### src/rtl/adder_tree_pkg.sv
// rtl/adder_tree_pkg.sv - shared types and width helpers for the pipelined adder tree
// Purpose: accumulate-mode enum plus width helpers used to size the tree and its output.
// Contents: acc_mode_e, clog2_min1(), sum_width(), out_width().
package adder_tree_pkg;

  typedef enum logic {
    ACC_PASS  = 1'b0,
    ACC_BLOCK = 1'b1
  } acc_mode_e;

  // Ceiling log2 that never returns 0, so a 1-deep counter or tree still gets a bit.
  function automatic int unsigned clog2_min1(input int unsigned n);
    int unsigned r;
    r = 0;
    for (int i = 0; i < 32; i++) begin
      if ((64'd1 << i) < 64'(n)) r = i + 1;
    end
    return (r == 0) ? 1 : r;
  endfunction

  // Width of the tree root: every level adds one growth bit.
  function automatic int unsigned sum_width(input int unsigned w, input int unsigned n_in);
    return w + clog2_min1(n_in);
  endfunction

  // Width of the result port: room for ACC_LEN root sums.
  function automatic int unsigned out_width(input int unsigned w, input int unsigned n_in,
                                            input int unsigned acc_len);
    return sum_width(w, n_in) + clog2_min1(acc_len);
  endfunction

endpackage

### src/rtl/adder_tree_stage.sv
// rtl/adder_tree_stage.sv - one registered level of the adder tree with valid/ready
// Purpose: registers N_OUT slots of DW bits; with ADD=1 each slot is the sum of an
//          adjacent input pair, with ADD=0 the inputs are registered unchanged.
// Ports:
//   clk, rst_b             clock, async active-low reset (valid bit only)
//   in_data/in_valid/in_ready    upstream side, N_SRC slots
//   out_data/out_valid/out_ready downstream side, N_OUT slots
module adder_tree_stage
  import adder_tree_pkg::*;
#(
  parameter int unsigned N_OUT = 1,
  parameter int unsigned DW    = 8,
  parameter bit          ADD   = 1'b1,
  localparam int unsigned N_SRC = ADD ? 2 * N_OUT : N_OUT
) (
  input  logic                  clk,
  input  logic                  rst_b,
  input  logic [N_SRC*DW-1:0]   in_data,
  input  logic                  in_valid,
  output logic                  in_ready,
  output logic [N_OUT*DW-1:0]   out_data,
  output logic                  out_valid,
  input  logic                  out_ready
);

  logic [N_OUT*DW-1:0] next_data;
  logic [N_OUT*DW-1:0] data_d, data_q;
  logic                valid_d, valid_q;

  // Widths already carry the growth bit, so a plain same-width add is exact.
  if (ADD) begin : g_add
    for (genvar i = 0; i < N_OUT; i++) begin : g_pair
      assign next_data[i*DW +: DW] = in_data[2*i*DW +: DW] + in_data[(2*i+1)*DW +: DW];
    end
  end else begin : g_pass
    assign next_data = in_data;
  end

  always_comb begin
    in_ready = !valid_q || out_ready;
    valid_d  = in_ready ? in_valid : valid_q;
    data_d   = (in_valid && in_ready) ? next_data : data_q;
  end

  always_ff @(posedge clk or negedge rst_b) begin
    if (!rst_b) valid_q <= 1'b0;
    else        valid_q <= valid_d;
  end

  always_ff @(posedge clk) begin
    data_q <= data_d;
  end

  assign out_data  = data_q;
  assign out_valid = valid_q;

endmodule

### src/rtl/adder_tree_pipe.sv
// rtl/adder_tree_pipe.sv - pipelined signed adder tree with optional block accumulate
// Purpose: reduces N_IN signed W-bit operands to one sum through L+1 registered levels,
//          then either passes each sum out or accumulates ACC_LEN sums per result.
// Ports:
//   clk, rst_b                    clock, async active-low reset
//   in_data/in_valid/in_ready     packed operands (operand i = in_data[i*W +: W])
//   acc_mode                      0 pass each sum, 1 accumulate; latched only while idle
//   out_data/out_valid/out_ready  OW-bit signed result
//   busy                          any stage holds data or an accumulation is open
module adder_tree_pipe
  import adder_tree_pkg::*;
#(
  parameter int unsigned N_IN    = 4,
  parameter int unsigned W       = 8,
  parameter int unsigned ACC_LEN = 4,
  localparam int unsigned OW = out_width(W, N_IN, ACC_LEN)
) (
  input  logic                clk,
  input  logic                rst_b,
  input  logic [N_IN*W-1:0]   in_data,
  input  logic                in_valid,
  output logic                in_ready,
  input  logic                acc_mode,
  output logic [OW-1:0]       out_data,
  output logic                out_valid,
  input  logic                out_ready,
  output logic                busy
);

  localparam int unsigned L     = clog2_min1(N_IN);
  localparam int unsigned P     = 1 << L;
  localparam int unsigned SW    = sum_width(W, N_IN);
  localparam int unsigned CW    = clog2_min1(ACC_LEN);
  localparam int unsigned NSLOT = 2 * P - 1;

  // All tree levels share one bus: level k occupies P>>k slots starting at 2P-2(P>>k).
  logic [P*SW-1:0]     ext_data;
  logic [NSLOT*SW-1:0] tree_data;
  logic [L:0]          lvl_valid;
  logic [L+1:0]        lvl_ready;

  logic                out_rdy;
  logic [SW-1:0]       sum_l;
  logic [OW-1:0]       sum_ext;
  logic                take;

  logic [OW-1:0]       out_data_d, out_data_q;
  logic                out_valid_d, out_valid_q;
  logic [OW-1:0]       acc_d, acc_q;
  logic [CW-1:0]       cnt_d, cnt_q;
  logic                done_d, done_q;
  acc_mode_e           mode_d, mode_q;

  // Sign-extend each operand to the root width; pad slots beyond N_IN stay zero.
  always_comb begin
    ext_data = '0;
    for (int i = 0; i < N_IN; i++) begin
      ext_data[i*SW +: SW] = {{L{in_data[i*W+W-1]}}, in_data[i*W +: W]};
    end
  end

  for (genvar k = 0; k <= L; k++) begin : g_lvl
    if (k == 0) begin : g_in
      adder_tree_stage #(.N_OUT(P), .DW(SW), .ADD(1'b0)) u_stage (
        .clk       (clk),
        .rst_b     (rst_b),
        .in_data   (ext_data),
        .in_valid  (in_valid),
        .in_ready  (lvl_ready[0]),
        .out_data  (tree_data[0 +: P*SW]),
        .out_valid (lvl_valid[0]),
        .out_ready (lvl_ready[1])
      );
    end else begin : g_sum
      localparam int unsigned NO      = P >> k;
      localparam int unsigned OFF_SRC = 2 * P - 2 * (P >> (k - 1));
      localparam int unsigned OFF_DST = 2 * P - 2 * NO;
      adder_tree_stage #(.N_OUT(NO), .DW(SW), .ADD(1'b1)) u_stage (
        .clk       (clk),
        .rst_b     (rst_b),
        .in_data   (tree_data[OFF_SRC*SW +: 2*NO*SW]),
        .in_valid  (lvl_valid[k-1]),
        .in_ready  (lvl_ready[k]),
        .out_data  (tree_data[OFF_DST*SW +: NO*SW]),
        .out_valid (lvl_valid[k]),
        .out_ready (lvl_ready[k+1])
      );
    end
  end

  // The accumulator shares the output stage's readiness, so a stalled result
  // also stalls further beats.
  assign out_rdy            = !out_valid_q || out_ready;
  assign lvl_ready[L+1]     = out_rdy;
  assign in_ready           = lvl_ready[0];
  assign sum_l              = tree_data[(NSLOT-1)*SW +: SW];
  assign sum_ext            = {{CW{sum_l[SW-1]}}, sum_l};
  assign take               = lvl_valid[L] && out_rdy;
  assign busy               = (|lvl_valid) || out_valid_q || done_q || (cnt_q != '0);

  always_comb begin
    out_valid_d = out_valid_q;
    out_data_d  = out_data_q;
    acc_d       = acc_q;
    cnt_d       = cnt_q;
    done_d      = done_q;
    mode_d      = mode_q;

    if (out_valid_q && out_ready) out_valid_d = 1'b0;

    if (mode_q == ACC_PASS) begin
      if (take) begin
        out_valid_d = 1'b1;
        out_data_d  = sum_ext;
      end
    end else begin
      // A completed total waits one cycle in acc_q before moving to the output.
      if (done_q && out_rdy) begin
        out_valid_d = 1'b1;
        out_data_d  = acc_q;
        done_d      = 1'b0;
      end
      if (take) begin
        acc_d = (cnt_q == '0) ? sum_ext : acc_q + sum_ext;
        cnt_d = cnt_q + 1'b1;
        if (cnt_q == CW'(ACC_LEN - 1)) done_d = 1'b1;
      end
    end

    if (!busy) mode_d = acc_mode ? ACC_BLOCK : ACC_PASS;
  end

  always_ff @(posedge clk or negedge rst_b) begin
    if (!rst_b) begin
      out_valid_q <= 1'b0;
      out_data_q  <= '0;
      cnt_q       <= '0;
      done_q      <= 1'b0;
      mode_q      <= ACC_PASS;
    end else begin
      out_valid_q <= out_valid_d;
      out_data_q  <= out_data_d;
      cnt_q       <= cnt_d;
      done_q      <= done_d;
      mode_q      <= mode_d;
    end
  end

  always_ff @(posedge clk) begin
    acc_q <= acc_d;
  end

  assign out_data  = out_data_q;
  assign out_valid = out_valid_q;

endmodule

### config.mk
export PLATFORM = sky130hd
export DESIGN_NAME = adder_tree_pipe
export DESIGN_NICKNAME = d
export VERILOG_FILES = /design/src/rtl/adder_tree_pkg.sv /design/src/rtl/adder_tree_stage.sv /design/src/rtl/adder_tree_pipe.sv
export SDC_FILE = /design/constraint.sdc
export NUM_CORES = 1
export LEC_CHECK = 0
export BUFFER_PORTS_ARGS = -buffer_cell sky130_fd_sc_hd__buf_4
export CORE_MARGIN = 2
export CORE_UTILIZATION = 26
export DETAILED_ROUTE_END_ITERATION = 8
export GPL_TIMING_DRIVEN = 0
export SLEW_MARGIN = 20
export SYNTH_ARGS = -nofsm -noshare
export SYNTH_HDL_FRONTEND = slang
export SYNTH_HIERARCHICAL = 1
export SYNTH_SLANG_ARGS = --single-unit
### constraint.sdc
create_clock -name clk -period 3.04 [get_ports clk]
set_clock_uncertainty 0.2 [all_clocks]
set_input_delay 0.304 -clock clk [delete_from_list [all_inputs] [get_ports clk]]
set_output_delay 0.304 -clock clk [all_outputs]
set_load 0.01 [all_outputs]
# Word level (Yosys, flattened, before mapping)

Cells that the tools add are included.

$add $sub $neg: 5
Multipliers: 0
Divide/modulo/power cells: 0
Magnitude comparators: 0
Equality and inequality tests: 2
Shift operators: 0
Multiplexer cells: 12
Bitwise gates (word level): 0
Reductions and logical operators: 23

Operators by type and width:

| operator                                                                 | number |
|---|---|
| 12-bit 2-to-1 mux                                                        | 4 |
| 10-bit adder                                                             | 3 |
| 12-bit adder                                                             | 1 |
| 1-bit 2-to-1 mux                                                         | 8 |
| 1-bit logical OR                                                         | 7 |
| 1-bit logical AND                                                        | 6 |
| 1-bit logical NOT                                                        | 4 |
| 2-bit AND reduction                                                      | 2 |
| 2-bit nonzero test                                                       | 2 |
| 3-bit OR reduction                                                       | 1 |
| 2-bit by 1-bit adder with 2-bit output (second input constant)           | 1 |
| 2-bit equality test (second input constant)                              | 1 |
| 2-bit logical NOT                                                        | 1 |
| 2-bit by 1-bit inequality test with 1-bit output (second input constant) | 1 |

Bits in registers: 100
Latch bits: 0
Bits in writable memories: 0
Bits in read-only memories: 0
Input port bits: 37
Output and inout bits: 15
Logic and storage cells: 54
Memories kept: 0

# Logic depth before layout (Yosys ltp)

Depth after elaboration: 6
Depth in mapped cells: 8
Gate-level depth less buffers: 8

# Hierarchy

Netlist, hierarchy kept.

Modules (own cells, without submodules):

| module                                    | instances | cells an instance | area each (um2) | seq. area each (um2) |
|---|---|---|---|---|
| adder_tree_pipe                           | 1         | 194               | 1848.0          | 785.8 |
| adder_tree_stage (g_lvl[1].g_sum.u_stage) | 1         | 120               | 1450.1          | 625.6 |
| adder_tree_stage (g_lvl[0].g_in.u_stage)  | 1         | 44                | 1255.0          | 1226.2 |
| adder_tree_stage (g_lvl[2].g_sum.u_stage) | 1         | 65                | 729.4           | 325.3 |

# Worst setup path after synthesis

OpenSTA, ideal clock, no wires.

Path kind: register -> register
From: register g_lvl[2].g_sum.u_stage.data_q[1]
To: register acc_q[9] (data pin)
Library setup time: 0.261 ns
Data arrival time: 1.731 ns
Required time: 2.579 ns
Slack: 0.848 ns
Stages on the path, launching flop included: 7
Buffers on the path: 0
Period minus slack after synthesis: 2.192 ns
Cell sequence: edfxtp_1 > ha_1 > a211oi_1 > o21ai_1 > a31oi_1 > nor4_1 > a311o_1

Longest elaborated chain between the ends: 2

Ends and longest elaborated chain:

| item                     | RTL line               | text |
|---|---|---|
| start: declaration       | adder_tree_stage.sv:27 | `logic [N_OUT*DW-1:0] data_d, data_q;` |
| start signal: assignment | adder_tree_stage.sv:51 | `data_q <= data_d;` |
| 12-bit adder             | adder_tree_pipe.sv:124 | `acc_d = (cnt_q == '0) ? sum_ext : acc_q + sum_ext;` |
| 12-bit 2-to-1 mux        | adder_tree_pipe.sv:124 |  |
| end signal: assignment   | adder_tree_pipe.sv:150 | `acc_q <= acc_d;` |
| end: declaration         | adder_tree_pipe.sv:49  | `logic [OW-1:0] acc_d, acc_q;` |

Every way passes these cells.
A chain may end at the register's enable or synchronous reset.

# Worst setup path in the final report

From: register g_lvl[2].g_sum.u_stage.data_q[0]
To: register acc_q[8] (data pin)

The elaborated chain is that of the path after synthesis.

==> tab_implementation.tex <==
\begin{tabular}{lr}
\hline
Metric & Value \\
\hline
\multicolumn{2}{l}{\textbf{Logic synthesis}} \\
\quad Syn nets & 504 \\
\quad Sequential share of the synthesized area & 56.1\% \\
\quad Mean area per synthesized cell & 12.5 um2 \\
\quad Count of yosys warnings during synthesis & 6 \\
\quad Cell Area, Synth & 5280 um2 \\
\quad Most instantiated flip-flop cell in the synthesis netlist & sky130\_fd\_sc\_hd\_\_edfxtp\_1 \\
\quad Post-synthesis cell count & 423 \\
\quad Number of library cell types mapped by synthesis & 54 \\
\quad Count of flip-flops with a built-in enable after synthesis & 82 \\
\quad Synth Register Bits & 102 \\
\quad Share of flip-flops with an asynchronous set or reset after synthesis & 19.6\% \\
\multicolumn{2}{l}{\textbf{Clock tree}} \\
\quad Clock Root Buffer & sky130\_fd\_sc\_hd\_\_clkbuf\_16 \\
\quad Deepest level of the CTS H-tree & 3 \\
\quad Number of clock buffers inserted by TritonCTS & 9 \\
\quad Clock latency on the worst-skew pair & 0.35 ns \\
\quad TritonCTS clock tree & yes \\
\quad Sink count of the clock tree & 102 \\
\quad Hold buffer count at CTS & 35 \\
\quad Clk pin slew, worst setup/hold paths & 0.07 ns \\
\quad Post-CTS Repair Setup Buffers & 0 \\
\quad Number of resized instances in the post-cts repair step & 0 \\
\quad Clk buf depth & 2 \\
\multicolumn{2}{l}{\textbf{GRT}} \\
\quad Largest net degree at the start of global routing & 41 \\
\quad Tot GR Track Use & 9.88\% \\
\quad Wire length of the first global-routing pass & 17000 um \\
\quad Total global routing overflow & 0 \\
\quad Vias in the first global route & 3590 \\
\quad Initial antenna violation count & 0 \\
\multicolumn{2}{l}{\textbf{Worst setup path}} \\
\quad Slowest cell on crit path & sky130\_fd\_sc\_hd\_\_fa\_1 \\
\quad Cell chain of the critical path & ha\_1 -> inv\_1 -> fa\_1 -> nor2b\_1 -> o31ai\_2 -> a211oi\_1 -> nor4b\_1 -> a311oi\_1 \\
\quad Capturing element type of the critical path & flop \\
\quad Crit path buf inv count & 1 \\
\quad Number of stages on the worst setup path & 8 \\
\quad Worst-path fanout max & 5 \\
\quad Cell type group with the largest total delay on the critical path & compound AO/OA/AOI/OAI gates \\
\quad Category of the most critical setup path & flop to flop \\
\quad Reg-to-reg slack, setup & 0.58 ns \\
\quad Required time at the endpoint of the critical path & 3.01 ns \\
\quad Arrival time at the worst endpoint & 2.43 ns \\
\quad Largest incremental delay on the critical path & 0.41 ns \\
\quad Kind of start point of the critical path & flop \\
\quad Depth of the worst register-to-register path & 8 \\
\multicolumn{2}{l}{\textbf{Min path}} \\
\quad Hold depth & 3 \\
\quad Min-delay worst type & primary input to flop \\
\multicolumn{2}{l}{\textbf{Final layout}} \\
\quad Layout cells sized above 1 & 16.2\% \\
\quad Number of antenna cells inserted & 0 \\
\quad FF/Latch Area & 2960 um2 \\
\quad Most frequent cells in the layout & sky130\_fd\_sc\_hd\_\_edfxtp\_1 (82), sky130\_fd\_sc\_hd\_\_buf\_4 (53), sky130\_fd\_sc\_hd\_\_a21oi\_1 (41), sky130\_fd\_sc\_hd\_\_ha\_1 (40), sky130\_fd\_sc\_hd\_\_dlygate4sd3\_1 (35) \\
\quad Area Growth Syn to Fin & 25.9\% \\
\quad Area occupied by multi-input gates & 2170 um2 \\
\quad Most frequent standard cell in the layout excluding fill and tap cells & sky130\_fd\_sc\_hd\_\_edfxtp\_1 \\
\quad Final layout net count & 601 \\
\quad Fill count & 1989 \\
\quad Utilization after layout & 33.1\% \\
\multicolumn{2}{l}{\textbf{Timing}} \\
\quad Relative max-transition margin & 43.2\% \\
\quad Setup TNS & 0 ns \\
\quad Highest clock frequency the design can meet & 407 MHz \\
\quad Number of max-slew violations in the final report & 0 \\
\quad Worst Max-Slew Pin Slew & 0.852 ns \\
\quad RSZ-0062 raised after global routing & no \\
\quad Period utilization & 80.9\% \\
\quad Total of endpoints with negative setup slack in the final report & 0 \\
\quad Total count of hold-check failures in the final report & 0 \\
\quad Min Clock Period, post-route & 2.46 ns \\
\multicolumn{2}{l}{\textbf{Pwr}} \\
\quad Combinational share of power & 43.5\% \\
\quad Power Internal & 3.90 mW \\
\quad Switching Fraction & 36.6\% \\
\quad Max rail drop VDD & 0.367 mV \\
\quad Switching power & 2.25 mW \\
\quad Total Power & 6.15 mW \\
\quad Pwr dens & 925 nW/um2 \\
\quad Reg power frac & 37.8\% \\
\quad Relative contribution of the clock network to total power & 18.7\% \\
\quad P\_leak & 2.64 nW \\
\multicolumn{2}{l}{\textbf{Status}} \\
\quad Result of the run & finished, final reports clean \\
\multicolumn{2}{l}{\textbf{Routing}} \\
\quad Iter 0 DRT Violations & 175 \\
\quad Post-route ant nets & 0 \\
\quad Wire per inst & 12.5 um \\
\quad Number of DRC violations after detailed routing & 0 \\
\quad DRT Wirelength & 9970 um \\
\quad Router iterations before antenna repair & 4 \\
\quad Average vias per placed instance & 4.34 \\
\quad Number of vias in the routed layout & 3451 \\
\multicolumn{2}{l}{\textbf{Floorplanning}} \\
\quad Initial Util & 26.3\% \\
\quad Row Count & 52 \\
\quad Core box area & 20100 um2 \\
\quad Die H & 147 um \\
\quad X dimension of the die & 147 um \\
\quad I/O pin count & 52 \\
\quad Total die area & 21500 um2 \\
\multicolumn{2}{l}{\textbf{Placement}} \\
\quad GPL Wtd Cong & 0.879 \\
\quad Post-DP HPWL & 7400 um \\
\quad Input/output buffers & 51 \\
\multicolumn{2}{l}{\textbf{Flow run}} \\
\quad Max Cap Viol & 0 \\
\hline
\end{tabular}
[path summary, 6_finish.rpt]
path | from | end
min in group asynchronous | rst_b | out_valid$_DFF_PN0_
hold reg to reg | cnt_q[0]$_DFFE_PN0P_ | cnt_q[0]$_DFFE_PN0P_
hold / removal | out_ready | out_valid$_DFF_PN0_
max in group asynchronous | rst_b | out_data[3]$_DFFE_PN0P_
setup / recovery | g_lvl[2].g_sum.u_stage/out_data[0]$_DFFE_PP_ | acc_q[8]$_DFFE_PP_
setup reg to reg | g_lvl[2].g_sum.u_stage/out_data[0]$_DFFE_PP_ | acc_q[8]$_DFFE_PP_
[kinds of logic after synthesis]
group / share of synthesized area [%]
AOI/OAI and AO/OA: 12.6
buffers and inverters: 2.75
muxes: 2.61
and+or+nand+nor: 9.69
adders and majority gates: 11.0
xor gates and xnor gates: 5.31
DFF: 56.1
[area by class of cell]
type,instances,area share [%]
sequential,102,44.6
multi-input combinational,285,32.7
timing repair buffer,86,11.0
tap,270,5.08
clock buffer,10,3.44
inverter,28,1.58
clock inverter,6,1.02
buffer,8,0.602
[flip-flops by register name, summed over array words and instances, names as in the netlist, 2 cells and up]
| signal | flops |
|---|---|
| g_lvl.g_sum.u_stage/out_data | 30 |
| cnt_q | 2 |
| g_lvl.g_sum.u_stage/out_valid | 2 |
| out_data | 12 |
| g_lvl.g_in.u_stage/out_data | 40 |
| acc_q | 12 |
[worst reg2reg max path, cell delays in order, from the launching register on]
cell and delay [ns]:
sky130_fd_sc_hd__edfxtp_1 0.38, sky130_fd_sc_hd__ha_1 0.21, sky130_fd_sc_hd__inv_1 0.07, sky130_fd_sc_hd__fa_1 0.41
sky130_fd_sc_hd__nor2b_1 0.20, sky130_fd_sc_hd__o31ai_2 0.13, sky130_fd_sc_hd__a211oi_1 0.33, sky130_fd_sc_hd__nor4b_1 0.09
sky130_fd_sc_hd__a311oi_1 0.26
[power by group through the flow]
stage | logic [mW] | registers (mW) | clock network [mW]
floorplan | 1.95 | 2.31 | 0
global placement | 2.55 | 2.34 | 0
detailed placement | 2.65 | 2.36 | 0
CTS | 2.70 | 2.33 | 1.19
global route | 3.03 | 2.38 | 1.25
finish | 2.68 | 2.32 | 1.15
[synth_stat cells (5+ instances only)]
master | n | share of area (%)
sky130_fd_sc_hd__nand2b_1 | 8 | 0.95
sky130_fd_sc_hd__o21ai_0 | 11 | 1.0
sky130_fd_sc_hd__xor2_1 | 6 | 0.99
sky130_fd_sc_hd__a21o_1 | 8 | 1.1
sky130_fd_sc_hd__dfrtp_1 | 20 | 9.5
sky130_fd_sc_hd__nand2_1 | 20 | 1.4
sky130_fd_sc_hd__inv_1 | 28 | 2.0
sky130_fd_sc_hd__xnor2_1 | 26 | 4.3
sky130_fd_sc_hd__edfxtp_1 | 82 | 47
sky130_fd_sc_hd__ha_1 | 40 | 9.5
sky130_fd_sc_hd__a21oi_1 | 41 | 3.9
sky130_fd_sc_hd__mux2i_1 | 10 | 1.9
sky130_fd_sc_hd__nor2b_1 | 7 | 0.83
sky130_fd_sc_hd__nor2_1 | 28 | 2.0
sky130_fd_sc_hd__o211ai_1 | 5 | 0.71
sky130_fd_sc_hd__nand3_1 | 13 | 1.2
[metrics by stage]
| stage | cell area (um2) | setup WS (ns) | hold slack, ns | instances |
|---|---|---|---|---|
| 2_1_floorplan | 5280 | 0.848 | -0.192 | 423 |
| 3_3_place_gp | 6000 | 0.631 | 0.00381 | 744 |
| 3_5_place_dp | 6000 | 0.628 | 0.00903 | 744 |
| 4_1_cts | 6650 | 0.576 | 0.134 | 795 |
| 5_1_grt | 6650 | 0.413 | 0.164 | 795 |
| 6_report | 6650 | 0.580 | 0.128 | 795 |
[routing by layer]
layer	share of wire [%]	wire length, um	vias up	global-route usage [%]
met5	0	0	-	0
met4	2.1	208	0	3.88
met3	3.6	357	15	2.41
met2	51	5120	68	17.7
met1	43	4290	1614	11.3
li1	-	-	1754	-
Note: power is estimated with default switching activity, not from simulation.
